**config.mk**
```make
export PLATFORM = sky130hd
export DESIGN_NAME = mem_arbiter
export DESIGN_NICKNAME = d
export VERILOG_FILES = /design/src/rtl/mem_arb_pkg.sv /design/src/rtl/arb_starve_ctr.sv /design/src/rtl/mem_arbiter.sv
export SDC_FILE = /design/constraint.sdc
export NUM_CORES = 1
export LEC_CHECK = 0
export CORE_MARGIN = 3
export CORE_UTILIZATION = 28
export CTS_BUF_LIST = sky130_fd_sc_hd__clkbuf_16
export DETAILED_ROUTE_END_ITERATION = 7
export PLACE_DENSITY = 0.95
export SLEW_MARGIN = 10
export SYNTH_ARGS = -nofsm -noshare
export SYNTH_HDL_FRONTEND = slang
export SYNTH_HIERARCHICAL = 1
export SYNTH_SLANG_ARGS = --single-unit
export TNS_END_PERCENT = 50
```
**constraint.sdc**
```tcl
create_clock -name clk -period 4.5 [get_ports clk]
set_input_delay 0.9 -clock clk [delete_from_list [all_inputs] [get_ports clk]]
set_output_delay 0.9 -clock clk [all_outputs]
set_load 0.02 [all_outputs]
```
**src/rtl/mem_arb_pkg.sv**
```systemverilog
// Shared types and default sizing for the instruction/data memory arbiter.
package mem_arb_pkg;

  localparam int unsigned DEF_ADDR_W     = 10;
  localparam int unsigned DEF_DATA_W     = 32;
  localparam int unsigned DEF_STARVE_MAX = 4;

  // Which requester owns the read response that returns next cycle.
  typedef enum logic [1:0] {
    OWN_NONE = 2'd0,
    OWN_IF   = 2'd1,
    OWN_D    = 2'd2
  } owner_e;

endpackage

```
**src/rtl/arb_starve_ctr.sv**
```systemverilog
// Saturating counter of consecutive fetch denials; at_max forces the next fetch grant.
module arb_starve_ctr #(
  parameter int unsigned MAX = 4
) (
  input  logic clk,
  input  logic reset,
  input  logic inc,
  input  logic clr,
  output logic at_max
);

  localparam int unsigned CNT_W = (MAX < 1) ? 1 : $clog2(MAX + 1);

  logic [CNT_W-1:0] cnt_q;

  assign at_max = (cnt_q == CNT_W'(MAX));

  always_ff @(posedge clk) begin
    if (reset) begin
      cnt_q <= '0;
    end else if (clr) begin
      cnt_q <= '0;
    end else if (inc && !at_max) begin
      cnt_q <= cnt_q + CNT_W'(1);
    end
  end

endmodule

```
**src/rtl/mem_arbiter.sv**
```systemverilog
// Arbitrates a single-port synchronous memory between instruction fetch and load/store,
// data-first with a starvation override for fetch; routes 1-cycle read data to its owner.
module mem_arbiter
  import mem_arb_pkg::*;
#(
  parameter int unsigned ADDR_W     = DEF_ADDR_W,
  parameter int unsigned DATA_W     = DEF_DATA_W,
  parameter int unsigned STARVE_MAX = DEF_STARVE_MAX
) (
  input  logic              clk,
  input  logic              reset,
  input  logic              if_req,
  input  logic [ADDR_W-1:0] if_addr,
  output logic              if_gnt,
  output logic              if_rvalid,
  output logic [DATA_W-1:0] if_rdata,
  input  logic              d_req,
  input  logic              d_we,
  input  logic [ADDR_W-1:0] d_addr,
  input  logic [DATA_W-1:0] d_wdata,
  output logic              d_gnt,
  output logic              d_rvalid,
  output logic [DATA_W-1:0] d_rdata,
  output logic              mem_en,
  output logic              mem_we,
  output logic [ADDR_W-1:0] mem_addr,
  output logic [DATA_W-1:0] mem_wdata,
  input  logic [DATA_W-1:0] mem_rdata,
  output logic              fetch_stall
);

  logic   starve_at_max;
  logic   starve_inc;
  logic   starve_clr;
  owner_e owner_q;
  owner_e owner_d;

  arb_starve_ctr #(
    .MAX (STARVE_MAX)
  ) u_starve_ctr (
    .clk    (clk),
    .reset  (reset),
    .inc    (starve_inc),
    .clr    (starve_clr),
    .at_max (starve_at_max)
  );

  // Grant selection, memory port muxing and next read owner.
  always_comb begin
    if_gnt      = 1'b0;
    d_gnt       = 1'b0;
    mem_en      = 1'b0;
    mem_we      = 1'b0;
    mem_addr    = '0;
    mem_wdata   = '0;
    owner_d     = OWN_NONE;

    if (!reset) begin
      if (if_req && (!d_req || starve_at_max)) begin
        if_gnt = 1'b1;
      end else if (d_req) begin
        d_gnt = 1'b1;
      end
    end

    if (d_gnt) begin
      mem_en    = 1'b1;
      mem_we    = d_we;
      mem_addr  = d_addr;
      mem_wdata = d_wdata;
      owner_d   = d_we ? OWN_NONE : OWN_D;
    end else if (if_gnt) begin
      mem_en    = 1'b1;
      mem_addr  = if_addr;
      owner_d   = OWN_IF;
    end
  end

  assign fetch_stall = if_req && !if_gnt && !reset;
  assign starve_inc  = if_req && !if_gnt;
  assign starve_clr  = if_gnt || !if_req;

  always_ff @(posedge clk) begin
    if (reset) begin
      owner_q <= OWN_NONE;
    end else begin
      owner_q <= owner_d;
    end
  end

  // Reset gating keeps a response that was in flight at reset from escaping.
  assign if_rvalid = !reset && (owner_q == OWN_IF);
  assign d_rvalid  = !reset && (owner_q == OWN_D);
  assign if_rdata  = mem_rdata;
  assign d_rdata   = mem_rdata;

endmodule
```
==> flow_summary.yaml <==
route:
  via_count: 1256
  drcViolationCount: 0
  firstDrtPassIters: 4
  via_per_inst: 4.49
  wl_per_cell_um: 14.6
  drt_wl_total_um: 4100
  ant_nets: 0
  drt_iter0_drc: 23
placement:
  port_buffers: 105
  dp_worst_setup_slack_ns: 0.780
  place.gp.congestion: 0.637
  dp_hpwl_um: 3170
synthesis:
  synth-simple-area-share: 0.422
  post_synth_mux_area_share: 0.0145
  synth_compound_area_frac: 0.0815
  synth_xor_area_frac: 0
  synth_warnings: 6
  avgSynthCellArea_sq_um: 8.76
  yosys.area_share.adder: 0.0161
  yosysTopAreaCell: "buf_4"
  synth_top_area_frac: 0.310
  syn-cell-area_sq_mm: 0.00155
  yosysSeqAreaShare: 0.0646
  synth_cells: 177
  synth_fp_nets: 268
  synth-seq-cells: 5
  ys_top_cells_by_area: "buf_4 31%, nor3b_2 23%, nand2b_1 8.1%, buf_6 7.3%, dfxtp_1 6.5%"
  synth_top_family_by_area: "simple AND/OR/NAND/NOR gates"
  synth_cell_types: 25
clocking:
  cts_setup_buffers: 0
  clock_path_buffers: 2
  cts_hold_buf: 0
  numClockSinks: 5
  worstSkewPairLatency_ns: 0.22
  cts_resized: 0
  cts_tree: "built"
  clockRootBuffer: "clkbuf_16"
  htree_levels: 1
  path_clk_slew_ns: 0.03
  numCtsBuffers: 3
sta:
  fin_skew_ns: 0.000717
  tns_ns: 0
  rsz0062_at_grt: "no"
  fin_crit_sh: 0.823
  slew_viol_final: 0
  hold_viol: 0
  layout_min_cycle_time_ns: 3.70
  worst_pin_slew_ns: 0.596
  layout_setup_ws_ns: 0.797
  setup_viol: 0
  timing.fmax_mhz: 270
  max_slew_margin: 0.598
setup_path:
  endpoint_kind: "output port"
  critical_path_class: "primary input to output port"
  worstPathRequired_ns: 3.60
  crit_fanout: 35
  slowest_delay_ns: 0.64
  crit_arrival_ns: 2.80
  crit_path_cell_trace: "clkdlybuf4s50_1, and2_2, buf_4, nor3b_1, clkdlybuf4s50_1"
  rr_worst_depth: 7
  cp_slowest_cell: "clkdlybuf4s50_1"
  crit_top_cell: "clkdlybuf4s50_1"
  start_kind: "primary input"
global_route:
  grt_pass1_wl_um: 6220
  grt_pass1_vias: 1288
  grt_usage: 0.118
  grtUsageMet2: 0.219
  top_usage_layer: "met2"
  globalRouteMet3Util: 0.0448
  gr-total-overflow: 0
  grt_max_degree: 37
  antenna_found_initial: 0
  grtUsageMet1: 0.129
status:
  status: "completed"
die:
  fp-row-count: 26
  ioPinCount: 202
  start_util: 0.296
  fp.dieH_um: 80.4
  dieArea_sq_mm: 0.00647
  dieWidth_um: 80.4
  coreArea_sq_mm: 0.00524
min_path:
  min_path_cells: 2
  hp-class: "register to register"
final_layout:
  fill_cells: 501
  utilization: 0.415
  diodes: 0
  mostFrequentLayoutCells: "105 x clkdlybuf4s50_1, 28 x nor3b_2, 20 x nand2b_1"
  area_delta_synth_final_pct: 40.2
  layout.nets: 302
  ff_latch_area_sq_um: 100
  multi_input_area_sq_um: 830
  drive_above_1_share: 0.195
  layout.cells.most_common: "clkdlybuf4s50_1"
power_and_ir_drop:
  power_density_mw_per_mm2: 161
  ir_drop_v: 0.000168
  p_leak_nw: 0.742
  power_mw: 0.349
flow_run:
  cap_viol_max_count: 0
[sequential cells by signal, indices dropped and copies added (netlist names)]
name	flops
u_starve_ctr/cnt_q	3
owner_q	2
[cells in the mapped netlist (all sizes together)]
| master | instances |
|---|---|
| buf | 76 |
| nor3b | 38 |
| nand2b | 21 |
| o32ai | 10 |
| dfxtp | 5 |
| nor3 | 5 |
| inv | 3 |
| nor2 | 3 |
| and2 | 2 |
| clkbuf | 2 |
| ha | 2 |
| mux2 | 2 |
| a21bo | 1 |
| a21boi | 1 |
| a21oi | 1 |
| and4b | 1 |
| nor2b | 1 |
| nor4 | 1 |
| o21a | 1 |
| o21ai | 1 |
[cell type report]
cell class                      count  share of cell area
Clock buffer                        3              0.0345
Sequential cell                     5              0.0461
Clock inverter                      1             0.00173
Inverter                            3             0.00518
Timing Repair Buffer              107               0.491
Tap cell                           70              0.0403
Multi-Input combinational cell     91               0.382
[worst paths after layout]
path / start / endpoint / slack (ns)
setup / recovery: if_req / mem_wdata[30] / 0.80
setup reg to reg: u_starve_ctr/cnt_q[0] / u_starve_ctr/cnt_q[0] / 2.26
hold reg to reg: u_starve_ctr/cnt_q[2] / u_starve_ctr/cnt_q[2] / 0.61
hold / removal: u_starve_ctr/cnt_q[2] / u_starve_ctr/cnt_q[2] / 0.61
[where the power goes]
group / switching [mW] / internal, mW
logic: 0.0654 / 0.0964
clock network: 0.0261 / 0.115
registers: 0.000666 / 0.0458
total: 0.0922 / 0.257
[worst max-delay path: cells and delay by family]
kind / cells / cell delay, ns
buf+inv: 3 / 1.42
simple gates: 2 / 0.46
[logic make-up after synthesis]
family          Yosys count
buf+inv                  81
simple gates             72
mux                       2
flops                     5
compound gates           15
fa+ha+maj                 2
[per-layer routing]
layer / vias to the layer above / share of wire
li1: 607 / -
met1: 566 / 0.36
met2: 73 / 0.51
met3: 10 / 0.11
met4: 0 / 0.014
met5: - / 0
[stage by stage]
stage          hold slack [ns]  area (sq um)  instances
6_report                 0.612          2170        280
5_1_grt                  0.645          2170        280
4_1_cts                  0.598          2170        280
3_5_place_dp             0.587          2090        276
3_3_place_gp             0.552          2090        276
2_1_floorplan            0.541          1550        177
Note: power is estimated with default switching activity, not from simulation.
